==> src/rtl/commit_pkg.sv <==
// Shared state encoding, RISC-V exception cause codes, exception flag bundle
// and the solo-instruction helper used by the commit scheduler.
package commit_pkg;

    typedef enum logic [1:0] {
        RUN     = 2'd0,
        WAIT_SB = 2'd1,
        TRAP    = 2'd2,
        FLUSH   = 2'd3
    } commit_state_e;

    // Field order follows cause priority, highest first.
    typedef struct packed {
        logic instr_addrmis;
        logic instr_pageflt;
        logic instr_accflt;
        logic illins;
        logic ebreak;
        logic ecall;
        logic load_addrmis;
        logic store_addrmis;
        logic load_pageflt;
        logic store_pageflt;
        logic load_accflt;
        logic store_accflt;
    } exc_flags_t;

    localparam logic [3:0] CAUSE_INSTR_ADDRMIS = 4'd0;
    localparam logic [3:0] CAUSE_INSTR_ACCFLT  = 4'd1;
    localparam logic [3:0] CAUSE_ILLINS        = 4'd2;
    localparam logic [3:0] CAUSE_BREAKPOINT    = 4'd3;
    localparam logic [3:0] CAUSE_LOAD_ADDRMIS  = 4'd4;
    localparam logic [3:0] CAUSE_LOAD_ACCFLT   = 4'd5;
    localparam logic [3:0] CAUSE_STORE_ADDRMIS = 4'd6;
    localparam logic [3:0] CAUSE_STORE_ACCFLT  = 4'd7;
    localparam logic [3:0] CAUSE_ECALL_M       = 4'd11;
    localparam logic [3:0] CAUSE_INSTR_PAGEFLT = 4'd12;
    localparam logic [3:0] CAUSE_LOAD_PAGEFLT  = 4'd13;
    localparam logic [3:0] CAUSE_STORE_PAGEFLT = 4'd15;

    // A solo instruction must retire alone: nothing may retire beside it.
    function automatic logic is_solo(
        input exc_flags_t exc,
        input logic       jump,
        input logic       mret,
        input logic       sret,
        input logic       csren,
        input logic       fflagen,
        input logic       irrevo,
        input logic       mmio
    );
        return (|exc) | jump | mret | sret | csren | fflagen | irrevo | mmio;
    endfunction

endpackage

==> src/rtl/pip_flush_interface.sv <==
// Single-bit pipeline flush request.
interface pip_flush_interface;
    logic flush;

    modport master (output flush);
    modport slave  (input  flush);
endinterface

==> src/rtl/pip_robread_interface.sv <==
// Read port of one ROB head entry; the commit side only drives ready.
interface pip_robread_interface;
    logic                  valid;
    logic                  complete;
    logic                  ready;
    logic [63:0]           pc;
    logic [63:0]           branchaddr;
    logic                  jump;
    logic                  mret;
    logic                  sret;
    logic                  csren;
    logic                  fflagen;
    logic                  irrevo;
    logic                  mmio;
    commit_pkg::exc_flags_t exc;

    modport master (
        output valid, complete, pc, branchaddr, jump, mret, sret,
               csren, fflagen, irrevo, mmio, exc,
        input  ready
    );

    modport slave (
        input  valid, complete, pc, branchaddr, jump, mret, sret,
               csren, fflagen, irrevo, mmio, exc,
        output ready
    );
endinterface

==> src/rtl/commit_cause_encode.sv <==
// Priority encoder from the exception flag bundle to a 4-bit RISC-V cause code.
module commit_cause_encode
    import commit_pkg::*;
(
    input  exc_flags_t  exc_i,
    output logic        any_o,
    output logic [3:0]  cause_o
);

    always_comb begin
        any_o   = |exc_i;
        cause_o = 4'd0;
        if (exc_i.instr_addrmis)      cause_o = CAUSE_INSTR_ADDRMIS;
        else if (exc_i.instr_pageflt) cause_o = CAUSE_INSTR_PAGEFLT;
        else if (exc_i.instr_accflt)  cause_o = CAUSE_INSTR_ACCFLT;
        else if (exc_i.illins)        cause_o = CAUSE_ILLINS;
        else if (exc_i.ebreak)        cause_o = CAUSE_BREAKPOINT;
        else if (exc_i.ecall)         cause_o = CAUSE_ECALL_M;
        else if (exc_i.load_addrmis)  cause_o = CAUSE_LOAD_ADDRMIS;
        else if (exc_i.store_addrmis) cause_o = CAUSE_STORE_ADDRMIS;
        else if (exc_i.load_pageflt)  cause_o = CAUSE_LOAD_PAGEFLT;
        else if (exc_i.store_pageflt) cause_o = CAUSE_STORE_PAGEFLT;
        else if (exc_i.load_accflt)   cause_o = CAUSE_LOAD_ACCFLT;
        else if (exc_i.store_accflt)  cause_o = CAUSE_STORE_ACCFLT;
    end

endmodule

==> src/rtl/commit_scheduler.sv <==
// Retires ROB head entries and sequences trap, fetch redirect and flush.
// Dual retire of instr1 is built only when COMMIT_DUAL_EN is defined.
module commit_scheduler
    import commit_pkg::*;
(
    input  logic                       clk_i,
    input  logic                       arst_i,
    pip_robread_interface.slave        instr0,
    pip_robread_interface.slave        instr1,
    pip_flush_interface.master         flush_master,
    input  logic                       sb_empty_i,
    output logic                       trap_valid_o,
    output logic [3:0]                 trap_cause_o,
    output logic [63:0]                trap_pc_o,
    output logic                       redirect_valid_o,
    output logic [63:0]                redirect_pc_o,
    output logic [1:0]                 retire_cnt_o
);

    commit_state_e state_q, state_d;
    logic [3:0]    cause_q, cause_d;
    logic [63:0]   tpc_q, tpc_d;
    logic          redir_q, redir_d;
    logic [63:0]   rpc_q, rpc_d;

    logic          exc0_any;
    logic [3:0]    exc0_cause;
    logic          i0_vc;
    logic          i1_vc;
    logic          i0_ctrl;
    logic          solo0;
    logic          solo1;
    logic          dual_ok;
    logic          ready0;
    logic          ready1;
    logic          ready0_g;
    logic          ready1_g;

    commit_cause_encode u_cause (
        .exc_i   (instr0.exc),
        .any_o   (exc0_any),
        .cause_o (exc0_cause)
    );

    assign i0_vc   = instr0.valid & instr0.complete;
    assign i1_vc   = instr1.valid & instr1.complete;
    assign i0_ctrl = instr0.jump | instr0.mret | instr0.sret;
    assign solo0   = is_solo(instr0.exc, instr0.jump, instr0.mret, instr0.sret,
                             instr0.csren, instr0.fflagen, instr0.irrevo, instr0.mmio);
    assign solo1   = is_solo(instr1.exc, instr1.jump, instr1.mret, instr1.sret,
                             instr1.csren, instr1.fflagen, instr1.irrevo, instr1.mmio);

`ifdef COMMIT_DUAL_EN
    assign dual_ok = i1_vc & ~solo0 & ~solo1;
`else
    logic unused_dual;
    assign dual_ok     = 1'b0;
    assign unused_dual = ^{i1_vc, solo0, solo1};
`endif

    // instr1 never redirects or traps on its own; those only happen once it is instr0.
    logic unused_i1;
    assign unused_i1 = ^{instr1.pc, instr1.branchaddr};

    always_comb begin
        state_d = state_q;
        cause_d = cause_q;
        tpc_d   = tpc_q;
        redir_d = redir_q;
        rpc_d   = rpc_q;
        ready0  = 1'b0;
        ready1  = 1'b0;

        case (state_q)
            RUN: begin
                if (i0_vc) begin
                    if (exc0_any) begin
                        cause_d = exc0_cause;
                        tpc_d   = instr0.pc;
                        state_d = TRAP;
                    end else if (instr0.irrevo | instr0.mmio) begin
                        state_d = WAIT_SB;
                    end else begin
                        ready0 = 1'b1;
                        ready1 = dual_ok;
                        if (i0_ctrl) begin
                            state_d = FLUSH;
                            redir_d = 1'b1;
                            rpc_d   = instr0.jump ? instr0.branchaddr : 64'd0;
                        end
                    end
                end
            end
            WAIT_SB: begin
                if (sb_empty_i) begin
                    ready0  = 1'b1;
                    state_d = RUN;
                    // An irrevocable control-flow op still owes its redirect.
                    if (i0_ctrl) begin
                        state_d = FLUSH;
                        redir_d = 1'b1;
                        rpc_d   = instr0.jump ? instr0.branchaddr : 64'd0;
                    end
                end
            end
            TRAP: begin
                redir_d = 1'b0;
                state_d = FLUSH;
            end
            FLUSH: begin
                redir_d = 1'b0;
                state_d = RUN;
            end
            default: begin
                state_d = RUN;
            end
        endcase
    end

    always_ff @(posedge clk_i or posedge arst_i) begin
        if (arst_i) begin
            state_q <= RUN;
            cause_q <= 4'd0;
            tpc_q   <= 64'd0;
            redir_q <= 1'b0;
            rpc_q   <= 64'd0;
        end else begin
            state_q <= state_d;
            cause_q <= cause_d;
            tpc_q   <= tpc_d;
            redir_q <= redir_d;
            rpc_q   <= rpc_d;
        end
    end

    // Readies are combinational from RUN, so hold them low explicitly during reset.
    assign ready0_g           = ready0 & ~arst_i;
    assign ready1_g           = ready1 & ~arst_i;
    assign instr0.ready       = ready0_g;
    assign instr1.ready       = ready1_g;
    assign retire_cnt_o       = {1'b0, ready0_g} + {1'b0, ready1_g};

    assign trap_valid_o       = (state_q == TRAP);
    assign trap_cause_o       = cause_q;
    assign trap_pc_o          = tpc_q;
    assign flush_master.flush = (state_q == FLUSH);
    assign redirect_valid_o   = (state_q == FLUSH) & redir_q;
    assign redirect_pc_o      = rpc_q;

endmodule

==> src/flat_wrapper.sv <==
// flat-port wrapper written by rule: the top's interface ports become plain ports
module commit_scheduler_flat import commit_pkg::*;
  (clk_i, arst_i, sb_empty_i, trap_valid_o, trap_cause_o, trap_pc_o, redirect_valid_o, redirect_pc_o, retire_cnt_o, instr0_valid, instr0_complete, instr0_pc, instr0_branchaddr, instr0_jump, instr0_mret, instr0_sret, instr0_csren, instr0_fflagen, instr0_irrevo, instr0_mmio, instr0_exc, instr0_ready, instr1_valid, instr1_complete, instr1_pc, instr1_branchaddr, instr1_jump, instr1_mret, instr1_sret, instr1_csren, instr1_fflagen, instr1_irrevo, instr1_mmio, instr1_exc, instr1_ready, flush_master_flush);
  pip_robread_interface instr0_i ();
  pip_robread_interface instr1_i ();
  pip_flush_interface flush_master_i ();
  input  logic clk_i;
  input  logic arst_i;
  input  logic sb_empty_i;
  output logic trap_valid_o;
  output logic [3:0] trap_cause_o;
  output logic [63:0] trap_pc_o;
  output logic redirect_valid_o;
  output logic [63:0] redirect_pc_o;
  output logic [1:0] retire_cnt_o;
  input wire logic [$bits(instr0_i.valid)-1:0] instr0_valid;
  input wire logic [$bits(instr0_i.complete)-1:0] instr0_complete;
  input wire logic [$bits(instr0_i.pc)-1:0] instr0_pc;
  input wire logic [$bits(instr0_i.branchaddr)-1:0] instr0_branchaddr;
  input wire logic [$bits(instr0_i.jump)-1:0] instr0_jump;
  input wire logic [$bits(instr0_i.mret)-1:0] instr0_mret;
  input wire logic [$bits(instr0_i.sret)-1:0] instr0_sret;
  input wire logic [$bits(instr0_i.csren)-1:0] instr0_csren;
  input wire logic [$bits(instr0_i.fflagen)-1:0] instr0_fflagen;
  input wire logic [$bits(instr0_i.irrevo)-1:0] instr0_irrevo;
  input wire logic [$bits(instr0_i.mmio)-1:0] instr0_mmio;
  input wire logic [$bits(instr0_i.exc)-1:0] instr0_exc;
  output wire logic [$bits(instr0_i.ready)-1:0] instr0_ready;
  input wire logic [$bits(instr1_i.valid)-1:0] instr1_valid;
  input wire logic [$bits(instr1_i.complete)-1:0] instr1_complete;
  input wire logic [$bits(instr1_i.pc)-1:0] instr1_pc;
  input wire logic [$bits(instr1_i.branchaddr)-1:0] instr1_branchaddr;
  input wire logic [$bits(instr1_i.jump)-1:0] instr1_jump;
  input wire logic [$bits(instr1_i.mret)-1:0] instr1_mret;
  input wire logic [$bits(instr1_i.sret)-1:0] instr1_sret;
  input wire logic [$bits(instr1_i.csren)-1:0] instr1_csren;
  input wire logic [$bits(instr1_i.fflagen)-1:0] instr1_fflagen;
  input wire logic [$bits(instr1_i.irrevo)-1:0] instr1_irrevo;
  input wire logic [$bits(instr1_i.mmio)-1:0] instr1_mmio;
  input wire logic [$bits(instr1_i.exc)-1:0] instr1_exc;
  output wire logic [$bits(instr1_i.ready)-1:0] instr1_ready;
  output wire logic [$bits(flush_master_i.flush)-1:0] flush_master_flush;
  assign instr0_i.valid = instr0_valid;
  assign instr0_i.complete = instr0_complete;
  assign instr0_i.pc = instr0_pc;
  assign instr0_i.branchaddr = instr0_branchaddr;
  assign instr0_i.jump = instr0_jump;
  assign instr0_i.mret = instr0_mret;
  assign instr0_i.sret = instr0_sret;
  assign instr0_i.csren = instr0_csren;
  assign instr0_i.fflagen = instr0_fflagen;
  assign instr0_i.irrevo = instr0_irrevo;
  assign instr0_i.mmio = instr0_mmio;
  assign instr0_i.exc = instr0_exc;
  assign instr0_ready = instr0_i.ready;
  assign instr1_i.valid = instr1_valid;
  assign instr1_i.complete = instr1_complete;
  assign instr1_i.pc = instr1_pc;
  assign instr1_i.branchaddr = instr1_branchaddr;
  assign instr1_i.jump = instr1_jump;
  assign instr1_i.mret = instr1_mret;
  assign instr1_i.sret = instr1_sret;
  assign instr1_i.csren = instr1_csren;
  assign instr1_i.fflagen = instr1_fflagen;
  assign instr1_i.irrevo = instr1_irrevo;
  assign instr1_i.mmio = instr1_mmio;
  assign instr1_i.exc = instr1_exc;
  assign instr1_ready = instr1_i.ready;
  assign flush_master_flush = flush_master_i.flush;
  commit_scheduler u_core (.clk_i(clk_i), .arst_i(arst_i), .instr0(instr0_i), .instr1(instr1_i), .flush_master(flush_master_i), .sb_empty_i(sb_empty_i), .trap_valid_o(trap_valid_o), .trap_cause_o(trap_cause_o), .trap_pc_o(trap_pc_o), .redirect_valid_o(redirect_valid_o), .redirect_pc_o(redirect_pc_o), .retire_cnt_o(retire_cnt_o));
endmodule
==> config.mk <==
export PLATFORM = sky130hd
export DESIGN_NAME = commit_scheduler_flat
export DESIGN_NICKNAME = d
export VERILOG_FILES = /design/src/rtl/commit_pkg.sv /design/src/rtl/pip_flush_interface.sv /design/src/rtl/pip_robread_interface.sv /design/src/rtl/commit_cause_encode.sv /design/src/rtl/commit_scheduler.sv /design/src/flat_wrapper.sv
export SDC_FILE = /design/constraint.sdc
export NUM_CORES = 1
export LEC_CHECK = 0
export BUFFER_PORTS_ARGS = -buffer_cell sky130_fd_sc_hd__buf_2
export CAP_MARGIN = 30
export CORE_AREA = 2 2 172 174
export DETAILED_ROUTE_END_ITERATION = 10
export DIE_AREA = 0 0 174 176
export GPL_TIMING_DRIVEN = 0
export PLACE_DENSITY = 0.48
export SYNTH_ARGS = -nofsm -noshare
export SYNTH_HDL_FRONTEND = slang
export SYNTH_SLANG_ARGS = --single-unit
==> constraint.sdc <==
create_clock -name clk_i -period 4.7 [get_ports clk_i]
set_clock_uncertainty 0.05 [all_clocks]
set_input_delay 0.235 -clock clk_i [delete_from_list [all_inputs] [get_ports clk_i]]
set_output_delay 0.235 -clock clk_i [all_outputs]
set_load 0.005 [all_outputs]
==> metrics.yaml, run 1 <==
yosysMostFrequentCell: "nand2_1"
grt_pass1_vias: 5708
syn_area_per_cell_sq_um: 9.00
setup_slack_ns: 2.12
worstHoldPathType: "input port to flop"
timing.setup.tns_ns: 0
synth_common_cells: "nand2_1 (199), dfrtp_1 (135), inv_1 (70), nand3_1 (64), o21ai_1 (58)"
drv_cap: 0
htree_levels: 4
synthTopCellsByArea: "dfrtp_1 (61%), nand2_1 (13%), nand3_1 (5.7%), o21ai_1 (5.2%), inv_1 (4.7%)"
cts_buffers: 17
area_growth_pct: 61.8
synth_edf_count: 0
yosysUniqueCellTypes: 32
grt_max_degree: 85
ir_worst_vdd_uv: 198
num_rows: 62
fmax_ghz: 0.388
io_buffers: 286
post-place-cells: 1292
vias: 5521
antenna_found_initial: 1
ys_seq_elements: 135
relSlewSlack: 0.565
yosysWarnings: 0
wl_per_cell_um: 14.5
period_share: 0.549
avgViaCountPerCell: 3.91
cts_root_buffer: "clkbuf_16"
clk_latency_ns: 0.40
cp_data_required_time_ns: 4.41
fin_util: 0.316
worst_ep_arrival_time_ns: 2.29
synth_flop_cell: "dfrtp_1"
ant_nets: 0
power.total_mw: 4.88
ys_seq_area_frac: 0.605
core_area_sq_um: 28500
drt-initial-drc-count: 194
dp_hpwl_um: 14700
clk_path_buf_depth: 2
synth_top_area_frac: 0.605
die_area_sq_um: 30600
tightest_slew_ns: 0.653
place_congestion: 0.781
io_pins: 440
die_w_um: 174
grt_usage: 0.134
slew_violations: 0
synthArstFlopShare: 1.00
grt_pass1_wl_um: 32100
period_minus_slack_ns: 2.58
cts.sinks: 135
syn_area_sq_um: 5580
finalNonFillerCells: 1412
yosys.area.top_type: "dfrtp_1"
cts_tree: "done"
start_kind: "input port"
status: "completed"
dp_slack_ns: 2.39
worst-setup-path-type: "input port to output pin"
power_density_nw_per_um2: 541
clk_pin_slew_ns: 0.06
critical_path.endpoint_type: "output pin"
setup_violations: 0
hold_violations: 0
synthCells: 620
start_util: 0.195
p_leak_nw: 4.77
nets: 1315
drive_gt1_frac: 0.340
drc: 0
dr.pass1.iters: 4
path_max_fanout: 7
overflow: 0
fp.dieH_um: 176
wirelength_um: 20500
rsz0062_at_grt: "false"
-- state kept, by name, summed over array words and instances (netlist names) --
name                  flops
u_core.state_q            2
u_core.redir_q            1
u_core.redirect_pc_o     64
u_core.trap_pc_o         64
u_core.trap_cause_o       4
-- critical path, stage by stage --
cell	delay, ns
dlygate4sd3_1	0.53
buf_2	0.14
nor2_1	0.14
and4_1	0.24
buf_4	0.16
nand2_1	0.06
a211oi_1	0.50
buf_4	0.19
buf_2	0.10
-- cell type report --
type / count / area (sq um)
sequential: 135 / 3380
tap: 384 / 480
inverter: 70 / 268
clock buffer: 19 / 433
clock inverter: 13 / 194
buffer: 42 / 267
timing repair buffer: 374 / 2330
fill: 3117 / 19500
multi-input combinational: 374 / 1680
antenna: 1 / 2.50
-- layout by cell type (no fill, tap or decap), types with 2 or more instances in the layout --
| cell | netlist | routed |
|---|---|---|
| dlygate4sd3_1 | 0 | 87 |
| conb_1 | 1 | 2 |
| buf_4 | 7 | 7 |
| o21ai_1 | 58 | 58 |
| a21oi_1 | 5 | 5 |
| clkbuf_16 | 0 | 17 |
| nor2_1 | 10 | 10 |
| nor3_1 | 3 | 3 |
| clkinv_4 | 0 | 4 |
| o21ai_0 | 12 | 12 |
| a2111oi_0 | 2 | 2 |
| nand3b_1 | 2 | 2 |
| inv_6 | 0 | 4 |
| buf_6 | 9 | 9 |
| dfrtp_1 | 135 | 135 |
| nand3_1 | 64 | 64 |
| bufinv_16 | 0 | 4 |
| clkbuf_1 | 14 | 16 |
| a211oi_1 | 2 | 2 |
| nand2_1 | 199 | 199 |
| inv_1 | 70 | 69 |
| buf_2 | 12 | 298 |
-- worst paths after layout --
| check | start | to | slack [ns] | cells after the start |
|---|---|---|---|---|
| max reg2reg | u_core.state_q[0]$_DFFE_PP0P_ | u_core.trap_pc_o[53]$_DFFE_PP0P_ | 2.61 | 6 |
| max in group asynchronous | arst_i | u_core.trap_pc_o[22]$_DFFE_PP0P_ | 3.37 | 4 |
| min | instr0_pc[33] | u_core.trap_pc_o[33]$_DFFE_PP0P_ | 0.01 | 3 |
| min reg2reg | u_core.trap_pc_o[9]$_DFFE_PP0P_ | u_core.trap_pc_o[9]$_DFFE_PP0P_ | 0.42 | 2 |
| max | instr0_exc[11] | retire_cnt_o[0] | 2.12 | 9 |
| min in group asynchronous | arst_i | u_core.state_q[1]$_DFFE_PP0P_ | 0.42 | 3 |
-- what timing repair did --
action | CTS | global route
hold endpoints to repair | 137 | 0
hold buffers | 87 | 0
resized for setup | 0 | 0
setup buffers | 0 | 0
-- metrics by stage --
stage | hold slack (ns) | area, sq um
after global placement | 0.376 | 7500
after detailed placement | 0.291 | 7530
after floorplan | 0.276 | 5580
after CTS | 0.00110 | 9030
after global routing | 0.00484 | 9030
final | 0.0127 | 9030
-- cell families after synthesis --
kind of cell / Yosys count / synth area share
other: 1 / 0.000672
flip-flops: 135 / 0.605
buffers and inverters: 112 / 0.0948
AO/OA/AOI/OAI: 86 / 0.0845
AND/OR/NAND/NOR: 286 / 0.215
-- power breakdown --
| part | total [mW] | internal [mW] | switching (mW) |
|---|---|---|---|
| Clock | 1.45 | 0.897 | 0.557 |
| Combinational | 1.55 | 0.710 | 0.842 |
| Sequential | 1.88 | 1.64 | 0.240 |
-- layer usage --
layer,wire length [um],vias to the layer above,GRT usage
li1,-,2748,-
met1,9370,2568,0.176
met2,9190,188,0.210
met3,1610,17,0.0461
met4,309,0,0.0420
met5,0,-,0
No activity file was read; power rests on OpenSTA's default activity.
==> run 2, diff against run 1 <==
--- a/config.mk
+++ b/config.mk
@@ -5,13 +5,14 @@
 export SDC_FILE = /design/constraint.sdc
 export NUM_CORES = 1
 export LEC_CHECK = 0
+export ABC_AREA = 1
 export BUFFER_PORTS_ARGS = -buffer_cell sky130_fd_sc_hd__buf_2
 export CAP_MARGIN = 30
-export CORE_AREA = 2 2 172 174
+export CORE_AREA = 2 2 170 172
 export DETAILED_ROUTE_END_ITERATION = 10
-export DIE_AREA = 0 0 174 176
+export DIE_AREA = 0 0 172 174
 export GPL_TIMING_DRIVEN = 0
-export PLACE_DENSITY = 0.48
+export PLACE_DENSITY = 0.53
 export SYNTH_ARGS = -nofsm -noshare
 export SYNTH_HDL_FRONTEND = slang
 export SYNTH_SLANG_ARGS = --single-unit
==> constraint.sdc (replaced) <==
create_clock -name clk_i -period 2.28 [get_ports clk_i]
set_clock_uncertainty 0.05 [all_clocks]
set_input_delay 0.114 -clock clk_i [delete_from_list [all_inputs] [get_ports clk_i]]
set_output_delay 0.114 -clock clk_i [all_outputs]
set_load 0.005 [all_outputs]
==> metrics.yaml, run 2 <==
cpMaxStageDelayCell: "dlygate4sd3_1"
synth_mux_area_frac: 0
power.total_mw: 11.4
tightest_slew_ns: 0.629
vias: 6184
dp_slack_ns: 0.391
avgViaCountPerCell: 3.94
synth_common_cells: "nand2_1 (423), dfrtp_1 (135), nand3b_1 (64), buf_4 (25), inv_1 (19)"
die_area_sq_um: 29900
ys_seq_area_frac: 0.560
cts_tree: "done"
period_share: 0.952
htree_levels: 4
final_cell_mix: "nand2_1 (423), buf_2 (293), dfrtp_1 (135), dlygate4sd3_1 (134), nand3b_1 (64)"
start_kind: "input port"
yosysMostFrequentCell: "nand2_1"
register_area_sq_um: 3380
yosysWarnings: 0
mostFrequentLayoutCell: "nand2_1"
wirelength_um: 21600
io_pins: 440
critPathTopFamily: "buffers and inverters"
hold_ws_ns: 0.0608
n_fill_cell: 2980
rsz0062_at_grt: "false"
dr.pass1.iters: 4
syn_area_sq_um: 6030
grt_max_degree: 36
crit_chain: "dlygate4sd3_1 -> buf_2 -> nor2_1 -> nand3_1 -> nor2_4 -> nand3_1 -> a21oi_2 -> buf_4 -> buf_2"
syn_area_per_cell_sq_um: 8.28
worstHoldPathType: "input port to flop"
synth_flop_cell: "dfrtp_1"
drv_cap: 0
core_area_sq_um: 28200
worst-setup-path-type: "input port to output pin"
synth_fa_ha_area_frac: 0
setup_slack_ns: 0.110
synth_edf_count: 0
p_leak_nw: 5.54
ant_nets: 0
post-cts-setup-buffer-count: 0
die_w_um: 172
power_density_nw_per_um2: 1150
synth_xor_area_frac: 0
grt_usage: 0.142
io_buffers: 286
multi_input_area_sq_um: 2300
synthArstFlopShare: 1.00
drive_gt1_frac: 0.311
cp_data_required_time_ns: 2.12
drc: 0
yosysUniqueCellTypes: 22
setup_violations: 0
synth_top_family_by_area: "simple AND/OR/NAND/NOR gates"
critPathMaxStageDelay_ns: 0.54
ir_worst_vdd_uv: 397
fin_util: 0.353
clk_path_buf_depth: 2
cts_root_buffer: "clkbuf_16"
nets: 1473
clk_pin_slew_ns: 0.06
cts_buffers: 17
timing.setup.tns_ns: 0
status: "completed"
grt_pass1_wl_um: 32800
overflow: 0
synth_top_area_frac: 0.560
period_minus_slack_ns: 2.17
ff2ff_setup_slack_ns: 0.21
drt-initial-drc-count: 205
relSlewSlack: 0.581
synthSimpleGateAreaFrac: 0.373
critical_path.endpoint_type: "output pin"
dp_hpwl_um: 15700
path_max_fanout: 5
hold_violations: 0
synth_compound_area_frac: 0.00622
wl_per_cell_um: 13.8
num_rows: 62
yosys.area.top_type: "dfrtp_1"
start_util: 0.214
synthTopCellsByArea: "dfrtp_1 (56%), nand2_1 (26%), nand3b_1 (8.0%), buf_4 (3.1%), inv_1 (1.2%)"
grt_pass1_vias: 6329
synthCells: 728
antenna_found_initial: 2
fp.dieH_um: 174
area_growth_pct: 65.5
place_congestion: 0.732
worst_ep_arrival_time_ns: 2.01
ys_seq_elements: 135
cts.sinks: 135
clk_latency_ns: 0.41
critPathBufInv: 4
fmax_ghz: 0.461
slew_violations: 0
[run 2: cell types whose count changed in the layout (fill, tap and decap cells not counted), moves of 4 or more]
cell           before  now
o21ai_1            58    1
nor2_2              0    4
buf_2             298  293
inv_1              69   18
buf_6               9    2
nand3b_1            2   64
clkbuf_1           16    8
dlygate4sd3_1      87  134
buf_4               7   25
nand3_1            64    9
nand2_1           199  423
buf_12              0    4
o21ai_0            12    1
[run 2: where the power goes]
group          internal [mW]  total (mW)  switching [mW]
clock                   1.67        2.87            1.20
sequential              3.55        4.16           0.607
combinational           1.95        4.41            2.47
total                   7.17        11.4            4.27
[run 2: cell type report]
class                   count  share of cell area
multi-input cells         529               0.230
inverters                  20             0.00790
well taps                 384              0.0481
plain buffers              45              0.0287
flip-flops and latches    135               0.339
clock inverters            14              0.0163
repair buffers            424               0.286
diodes                      1            0.000251
clock buffers              18              0.0440
[run 2: cell families after synthesis]
group,after synthesis
other cells,1
flops,135
buf+inv,65
simple gates,520
compound gates,7
[run 2: repair_timing]
action | 4_1_cts | 5_1_grt
hold buffers | 134 | 0
endpoints found under the setup margin | 0 | 2
resized for setup | 0 | 1
hold endpoints to repair | 205 | 0
[run 2: metrics by stage]
stage | instance area [sq um] | cells
after global placement | 7950 | 1399
after detailed placement | 8030 | 1403
after floorplan | 6040 | 729
final | 9980 | 1570
after global routing | 9980 | 1570
after CTS | 9970 | 1569
[run 2: tightest hold or removal path, cell delays in order]
cell and delay (ns):
buf_2 0.10, nand2_1 0.05, nand3b_1 0.15, nand2_1 0.07
[run 2: path summary, 6_finish.rpt]
| path | startpoint | to | cells after the start |
|---|---|---|---|
| worst max register to register | u_core.state_q[0]$_DFFE_PP0P_ | u_core.trap_cause_o[1]$_DFFE_PP0P_ | 7 |
| worst min register to register | u_core.trap_pc_o[30]$_DFFE_PP0P_ | u_core.trap_pc_o[30]$_DFFE_PP0P_ | 2 |
| min in group asynchronous | arst_i | u_core.state_q[0]$_DFFE_PP0P_ | 3 |
| worst max-delay path | instr0_exc[10] | retire_cnt_o[0] | 9 |
| worst min-delay path | instr0_branchaddr[24] | u_core.redirect_pc_o[24]$_DFFE_PP0P_ | 4 |
| max in group asynchronous | arst_i | u_core.trap_pc_o[32]$_DFFE_PP0P_ | 5 |
[run 2: per-layer routing]
metal / share of wire / GRT usage / vias to the layer above / wire, um
li1: - / - / 3125 / -
met1: 0.43 / 0.167 / 2796 / 9370
met2: 0.45 / 0.236 / 237 / 9760
met3: 0.098 / 0.0553 / 24 / 2130
met4: 0.016 / 0.0452 / 2 / 347
met5: 0.00060 / 0 / - / 13
